## config.mk

```make
export PLATFORM = sky130hd
export DESIGN_NAME = unified_mem_arbiter
export DESIGN_NICKNAME = d
export VERILOG_FILES = /design/src/rtl/unified_mem_arbiter.sv
export SDC_FILE = /design/constraint.sdc
export NUM_CORES = 1
export LEC_CHECK = 0
export ABC_AREA = 1
export BUFFER_PORTS_ARGS = -buffer_cell sky130_fd_sc_hd__buf_2
export CORE_MARGIN = 3
export CORE_UTILIZATION = 37
export CTS_CLUSTER_DIAMETER = 120
export DETAILED_ROUTE_END_ITERATION = 6
export PLACE_DENSITY = 0.7
export SETUP_SLACK_MARGIN = 0.3
export SYNTH_ARGS = -nofsm -noshare
export SYNTH_HDL_FRONTEND = slang
export SYNTH_SLANG_ARGS = --single-unit
```

## constraint.sdc

```tcl
create_clock -name clk -period 1.2 [get_ports clk]
set_input_delay 0.24 -clock clk [delete_from_list [all_inputs] [get_ports clk]]
set_output_delay 0.24 -clock clk [all_outputs]
set_load 0.005 [all_outputs]
```

## src/rtl/unified_mem_arbiter.sv

```systemverilog
// Arbitrates one single-ported synchronous-read memory between the fetch and data
// ports, one access per cycle, with responses one cycle after the grant.
module unified_mem_arbiter #(
  parameter int ADDR_W = 8
) (
  input  logic              clk,
  input  logic              reset,
  input  logic              i_req,
  input  logic [31:0]       i_addr,
  output logic              i_gnt,
  output logic              i_done,
  output logic [31:0]       i_rdata,
  output logic              i_err,
  input  logic              d_req,
  input  logic              d_we,
  input  logic [3:0]        d_be,
  input  logic [31:0]       d_addr,
  input  logic [31:0]       d_wdata,
  output logic              d_gnt,
  output logic              d_done,
  output logic [31:0]       d_rdata,
  output logic              d_err,
  output logic              stall_if,
  output logic              m_en,
  output logic [3:0]        m_we,
  output logic [ADDR_W-1:0] m_addr,
  output logic [31:0]       m_wdata,
  input  logic [31:0]       m_rdata
);

  logic        r_last_d;
  logic        r_vld_i_p1, r_err_i_p1;
  logic        r_vld_d_p1, r_err_d_p1, r_load_d_p1;
  logic [31:0] r_i_rdata, r_d_rdata;

  logic        w_i_oor, w_d_oor;
  logic        w_i_win, w_d_win;
  logic [31:0] w_i_rdata, w_d_rdata;
  logic        w_unused;

  // Byte-offset bits never reach the word-addressed memory.
  assign w_unused = ^{i_addr[1:0], d_addr[1:0]};

  assign w_i_oor = |i_addr[31:ADDR_W+2];
  assign w_d_oor = |d_addr[31:ADDR_W+2];

  // Data wins a collision unless it won the previous grant.
  always_comb begin
    w_d_win = 1'b0;
    w_i_win = 1'b0;
    if (!reset) begin
      if (d_req && (!i_req || !r_last_d)) begin
        w_d_win = 1'b1;
      end else if (i_req) begin
        w_i_win = 1'b1;
      end
    end
  end

  always_comb begin
    m_en    = 1'b0;
    m_we    = 4'b0000;
    m_addr  = i_addr[ADDR_W+1:2];
    m_wdata = d_wdata;
    if (w_d_win) begin
      m_addr = d_addr[ADDR_W+1:2];
      if (!w_d_oor) begin
        if (d_we) begin
          m_we = d_be;
          m_en = |d_be;
        end else begin
          m_en = 1'b1;
        end
      end
    end else if (w_i_win) begin
      m_en = !w_i_oor;
    end
  end

  assign i_gnt    = w_i_win;
  assign d_gnt    = w_d_win;
  assign stall_if = i_req & ~w_i_win & ~reset;

  // Responses are masked combinationally so a reset cycle never shows a done.
  assign i_done = r_vld_i_p1 & ~reset;
  assign i_err  = r_vld_i_p1 & r_err_i_p1 & ~reset;
  assign d_done = r_vld_d_p1 & ~reset;
  assign d_err  = r_vld_d_p1 & r_err_d_p1 & ~reset;

  always_comb begin
    w_i_rdata = r_i_rdata;
    if (reset) begin
      w_i_rdata = 32'd0;
    end else if (r_vld_i_p1) begin
      w_i_rdata = r_err_i_p1 ? 32'd0 : m_rdata;
    end
  end

  // Stores leave the load data register untouched.
  always_comb begin
    w_d_rdata = r_d_rdata;
    if (reset) begin
      w_d_rdata = 32'd0;
    end else if (r_vld_d_p1 && r_err_d_p1) begin
      w_d_rdata = 32'd0;
    end else if (r_vld_d_p1 && r_load_d_p1) begin
      w_d_rdata = m_rdata;
    end
  end

  assign i_rdata = w_i_rdata;
  assign d_rdata = w_d_rdata;

  // Grant stage -> response stage
  always_ff @(posedge clk) begin
    if (reset) begin
      r_last_d    <= 1'b0;
      r_vld_i_p1  <= 1'b0;
      r_err_i_p1  <= 1'b0;
      r_vld_d_p1  <= 1'b0;
      r_err_d_p1  <= 1'b0;
      r_load_d_p1 <= 1'b0;
      r_i_rdata   <= 32'd0;
      r_d_rdata   <= 32'd0;
    end else begin
      r_vld_i_p1  <= w_i_win;
      r_err_i_p1  <= w_i_win & w_i_oor;
      r_vld_d_p1  <= w_d_win;
      r_err_d_p1  <= w_d_win & w_d_oor;
      r_load_d_p1 <= w_d_win & ~d_we;
      r_i_rdata   <= w_i_rdata;
      r_d_rdata   <= w_d_rdata;
      if (w_d_win) begin
        r_last_d <= 1'b1;
      end else if (w_i_win) begin
        r_last_d <= 1'b0;
      end
    end
  end

endmodule

```

==> results of run 1 <==
-- where the power goes --
group          switching [mW]  internal [mW]
logic                   0.800          0.726
clock network           0.931           1.15
registers              0.0689           2.40
-- metal layers --
layer,vias to the layer above,share of wire
met2,227,0.55
met4,0,0.031
met1,2094,0.36
li1,2111,-
met5,-,0
met3,41,0.066
-- cell type report --
cell class | count | area, sq um
clock buffers | 9 | 124
clock inverters | 6 | 87.6
fillers | 565 | 1790
inverters | 21 | 125
multi-input cells | 356 | 3050
flip-flops and latches | 70 | 1410
well taps | 126 | 158
repair buffers | 279 | 2130
repair inverters | 6 | 93.8
-- cells in the mapped netlist --
master / count / area, sq um
nand3_1: 35 / 175
nand2_2: 1 / 6.26
nand2_4: 1 / 11.3
nor3_2: 5 / 50.1
buf_6: 7 / 78.8
nand2_1: 81 / 304
inv_1: 17 / 63.8
nand3_2: 1 / 10.0
o21ai_0: 1 / 5.00
or2_2: 1 / 6.26
nor2_2: 2 / 12.5
inv_2: 3 / 11.3
nand4_1: 1 / 6.26
buf_2: 13 / 65.1
inv_4: 1 / 6.26
nor3_1: 61 / 305
buf_4: 38 / 285
a21oi_1: 64 / 320
dfxtp_1: 70 / 1400
clkbuf_1: 5 / 18.8
nor2_1: 102 / 383
-- repair_timing --
| action | in CTS | in global routing |
|---|---|---|
| endpoints found under the setup margin | 151 | 152 |
| resized for setup | 180 | 138 |
| setup buffers | 6 | 21 |
| pin swaps | 26 | 42 |
| gates cloned | 9 | 6 |
| hold buffers | 0 | 0 |
-- worst max-delay path, stage by stage (launching register included) --
cell and delay (ps):
dfxtp_4 380, nand2_8 120, buf_8 180, nor2_1 90, nor3_2 200, buf_2 150
-- flip-flops by register name (all words and copies together), names as in the netlist --
register     cells
r_vld_d_p1       1
r_d_rdata       32
r_err_d_p1       1
r_err_i_p1       1
r_load_d_p1      1
r_vld_i_p1       1
r_last_d         1
r_i_rdata       32
-- kinds of logic after synthesis --
group,count (synthesis),synth area share
AO/OA/AOI/OAI,65,0.0923
flip-flops,70,0.397
AND/OR/NAND/NOR,291,0.360
buffers and inverters,84,0.150
-- metrics by stage --
stage | total power [mW] | cell area (sq um)
3_5_place_dp | 3.44 | 5180
6_report | 6.08 | 7190
5_1_grt | 6.29 | 7190
4_1_cts | 5.75 | 6260
2_1_floorplan | 3.08 | 4090
3_3_place_gp | 3.41 | 5180
-- worst min-delay path by stage --
stage	end	cells after the start	startpoint	slack [ps]
floorplan	r_load_d_p1	1	d_we	310
global placement	r_load_d_p1	2	d_we	470
detailed placement	r_load_d_p1	2	d_we	470
CTS	r_load_d_p1	2	d_we	90
global route	r_load_d_p1	2	d_we	90
finish	r_load_d_p1	2	d_we	110
==> impl_metrics.json, run 1 <==
{
  "outcome": "complete, but fails checks",
  "violations": "negative setup slack",
  "drt_wl_total_um": 16300,
  "rsz0062_at_grt": "true",
  "track_usage": 0.255,
  "worst_slew_pin_slew_ps": 385,
  "cts_tree": "built",
  "met1_usage": 0.277,
  "via_per_inst": 5.12,
  "p_leak_nw": 3.14,
  "yosysSeqAreaShare": 0.397,
  "die_area_sq_um": 10700,
  "drt-initial-drc-count": 188,
  "synth.distinct_cells": 21,
  "numCtsBuffers": 9,
  "tns_ps": -35100,
  "max-slew-margin-rel": 0.743,
  "grtUsageMet2": 0.485,
  "syn-instance-count": 510,
  "maxSlewViolCount": 0,
  "routedWlPerCell_um": 18.6,
  "synth_fp_nets": 647,
  "drc": 0,
  "post-place-ws_ps": -150,
  "grt_max_degree": 28,
  "clk_latency_ps": 340,
  "grt_pass1_wl_um": 22300,
  "cts_max_level": 3,
  "layout_common_cells": "178 x buf_2, 65 x dfxtp_1, 45 x nor3_2",
  "avgSynthCellArea_sq_um": 6.91,
  "numPortBuffers": 184,
  "antenna_found_initial": 0,
  "grt_overflow": 0,
  "nNetsFinal": 880,
  "chipHeight_um": 104,
  "reg2reg_slack_ps": -240,
  "grt_pass1_vias": 4368,
  "rows": 34,
  "cts_buffer_depth": 2,
  "worstPathArrival_ps": 1450,
  "post-route-util": 0.801,
  "ios": 253,
  "setup_ws_ps": -492,
  "r2r_cells": 9,
  "area_growth_pct": 104,
  "grtUsageMet3": 0.0672,
  "yosys_warnings": 0,
  "required_ps": 960,
  "gp_congestion": 0.823,
  "ant_nets": 0,
  "synth_seq_cells": 70,
  "crit_path_end": "d_rdata[22]",
  "drive_above_1_share": 0.752,
  "hp-class": "input pin to flip-flop",
  "critPathCaptureType": "output port",
  "layout.cells.non_filler": 873,
  "startpoint_type": "flip-flop",
  "skew_ps": 10.4,
  "worst-setup-path-type": "flip-flop to output port",
  "crit-reg2reg-launch": "r_vld_d_p1",
  "min_period_over_period": 1.41,
  "r2r_end": "r_d_rdata[21]",
  "first_pass_iters": 4,
  "cts_sinks": 70,
  "vias": 4473,
  "synth_area_sq_um": 3530,
  "startpoint": "r_vld_d_p1",
  "core_area_sq_um": 8980,
  "peakVddDrop_mv": 0.480,
  "min_period_ps": 1690,
  "setup_viol": 88,
  "max_freq_mhz": 591,
  "p_per_area_nw_per_um2": 845,
  "chipWidth_um": 104,
  "path_clk_slew_ps": 70,
  "root_buffer": "clkbuf_8",
  "gr-max-usage-layer": "met2",
  "start_util": 0.393,
  "maxCapViolCount": 0,
  "dp_cells": 816,
  "antenna_cells": 0,
  "whs_ps": 113,
  "hold_violations": 0,
  "hpwl_um": 9650,
  "worstPathMaxFanout": 11,
  "layout_commonest_cell": "buf_2"
}
(Power assumes the default switching activity.)
==> run 2, diff against run 1 <==
- SKIP_CTS_REPAIR_TIMING: default -> 1
==> run 2 against run 1 <==
  * The flow still finishes with violations (negative setup slack)
  * Die area is the same
  * Register-to-register slack gained 290 ps
  * Critical path depth is the same
  * Cell count shrank 3.3%
  * Via count shrank 6.7%
  * Clock skew is essentially flat
  * Clock power shrank 2%
  * Design area shrank 15%
  * Hold slack gained 1.6 ps
  * First-iteration DRC count shrank 1.6%
  * Maximum frequency grew 2.3%
  * Non-clock buffer count shrank 28
  * Largest power group unchanged
==> impl_metrics.json, run 2 (synthesized netlist as in run 1, its figures left out) <==
{
  "rsz0062_at_grt": "true",
  "r2r_cells": 6,
  "p_sw_frac": 0.278,
  "r2r_end": "r_d_rdata[12]",
  "drt_wl_total_um": 13300,
  "first_pass_iters": 4,
  "numPortBuffers": 184,
  "gp_congestion": 0.823,
  "post-route-util": 0.678,
  "crit_chain": "nand2_4, buf_12, nor2_1, nor3_2, buf_2",
  "hold_violations": 0,
  "hp-class": "input pin to flip-flop",
  "place_area_sq_um": 5180,
  "start_util": 0.393,
  "layout_common_cells": "181 x buf_2, 72 x nor2_1, 67 x dfxtp_1",
  "die_area_sq_um": 10700,
  "path_buf_inv": 2,
  "grt_pass1_vias": 3956,
  "nNetsFinal": 850,
  "grt_max_degree": 35,
  "crit-reg2reg-launch": "r_vld_d_p1",
  "worst-setup-path-type": "flip-flop to output port",
  "reg_top3": "r_d_rdata x32, r_i_rdata x32",
  "clk_latency_ps": 340,
  "ant_nets": 0,
  "antenna_found_initial": 0,
  "combPwrFrac": 0.208,
  "root_buffer": "clkbuf_8",
  "chipWidth_um": 104,
  "p_leak_nw": 2.79,
  "grt_overflow": 0,
  "p_seq_frac": 0.431,
  "outcome": "complete, but fails checks",
  "cts_tree": "built",
  "rows": 34,
  "tns_ps": -31140,
  "core_area_sq_um": 8980,
  "layout_commonest_cell": "buf_2",
  "routedWlPerCell_um": 15.7,
  "cts_max_level": 3,
  "maxCapViolCount": 0,
  "reg2reg_slack_ps": 50,
  "hpwl_um": 9650,
  "drt-initial-drc-count": 185,
  "setup_ws_ps": -453,
  "cts_sinks": 70,
  "track_usage": 0.214,
  "worstPathMaxFanout": 21,
  "setup_viol": 83,
  "slowest_delay_ps": 370,
  "min_path_cells": 2,
  "slowest_stage": "dfxtp_4",
  "startpoint": "r_vld_d_p1",
  "holdPathEnd": "r_load_d_p1",
  "area_growth_pct": 72.6,
  "chipHeight_um": 104,
  "peakVddDrop_mv": 0.588,
  "p_int_mw": 4.09,
  "drc": 0,
  "grt_pass1_wl_um": 19000,
  "via_per_inst": 4.95,
  "netSwitchingPower_mw": 1.58,
  "worstPathArrival_ps": 1410,
  "critPathCaptureType": "output port",
  "min_period_ps": 1650,
  "cts_buffer_depth": 2,
  "fillCellCount": 741,
  "path_clk_slew_ps": 70,
  "numCtsBuffers": 9,
  "maxSlewViolCount": 0,
  "min_period_over_period": 1.38,
  "p_per_area_nw_per_um2": 931,
  "violations": "negative setup slack",
  "worst_slew_pin_slew_ps": 388,
  "final_area_sq_um": 6090,
  "min_from": "d_we",
  "drive_above_1_share": 0.642,
  "startpoint_type": "flip-flop",
  "max-slew-margin-rel": 0.741,
  "vias": 4174,
  "max_freq_mhz": 605,
  "required_ps": 960,
  "skew_ps": 10.5,
  "pwr-share-clk": 0.362,
  "ios": 253,
  "crit_family": "simple AND/OR/NAND/NOR gates"
}
==> run 2: worst max-delay path by stage <==
| stage | to | slack, ps | depth (start not counted) |
|---|---|---|---|
| floorplan | i_rdata[13] | 120 | 5 |
| global placement | d_rdata[16] | -150 | 6 |
| detailed placement | d_rdata[13] | -150 | 6 |
| CTS | d_rdata[13] | -530 | 6 |
| global route | d_rdata[6] | -510 | 6 |
| finish | d_rdata[6] | -450 | 5 |
==> run 2: power groups by stage <==
| stage | sequential [mW] | combinational [mW] | clock, mW |
|---|---|---|---|
| floorplan | 2.47 | 0.612 | 0 |
| finish | 2.44 | 1.18 | 2.05 |
| detailed placement | 2.48 | 0.957 | 0 |
| global route | 2.44 | 1.28 | 2.17 |
| CTS | 2.43 | 0.960 | 2.09 |
| global placement | 2.48 | 0.932 | 0 |
==> run 2: stage by stage <==
stage | hold WS [ps] | std cells | total power, mW | setup slack [ps]
2_1_floorplan | 312 | 510 | 3.08 | 119
5_1_grt | 108 | 843 | 5.89 | -513
3_3_place_gp | 467 | 816 | 3.41 | -148
4_1_cts | 101 | 831 | 5.48 | -530
3_5_place_dp | 466 | 816 | 3.44 | -150
6_report | 115 | 844 | 5.67 | -453
==> run 2: worst register-to-register path: cells and delay by family (launching register included) <==
family                 cells  cell delay (ps)
DFF                        1              370
buffers and inverters      3              370
and+or+nand+nor            3              310
==> run 2: final cells by class <==
type,count,area (sq um),share of cell area
timing repair buffer,251,1660,0.273
antenna,1,2.50,0.000411
multi-input combinational,356,2450,0.402
sequential,70,1410,0.232
inverter,21,123,0.0201
tap,126,158,0.0259
clock inverter,6,87.6,0.0144
timing repair inverter,4,72.6,0.0119
clock buffer,9,124,0.0203
==> run 2: routing by layer <==
metal | vias to the layer above | routed length, um | GRT usage
met4 | 0 | 299 | 0.0646
li1 | 2045 | - | -
met3 | 26 | 978 | 0.0603
met5 | - | 0 | 0
met2 | 179 | 7050 | 0.390
met1 | 1924 | 4930 | 0.242
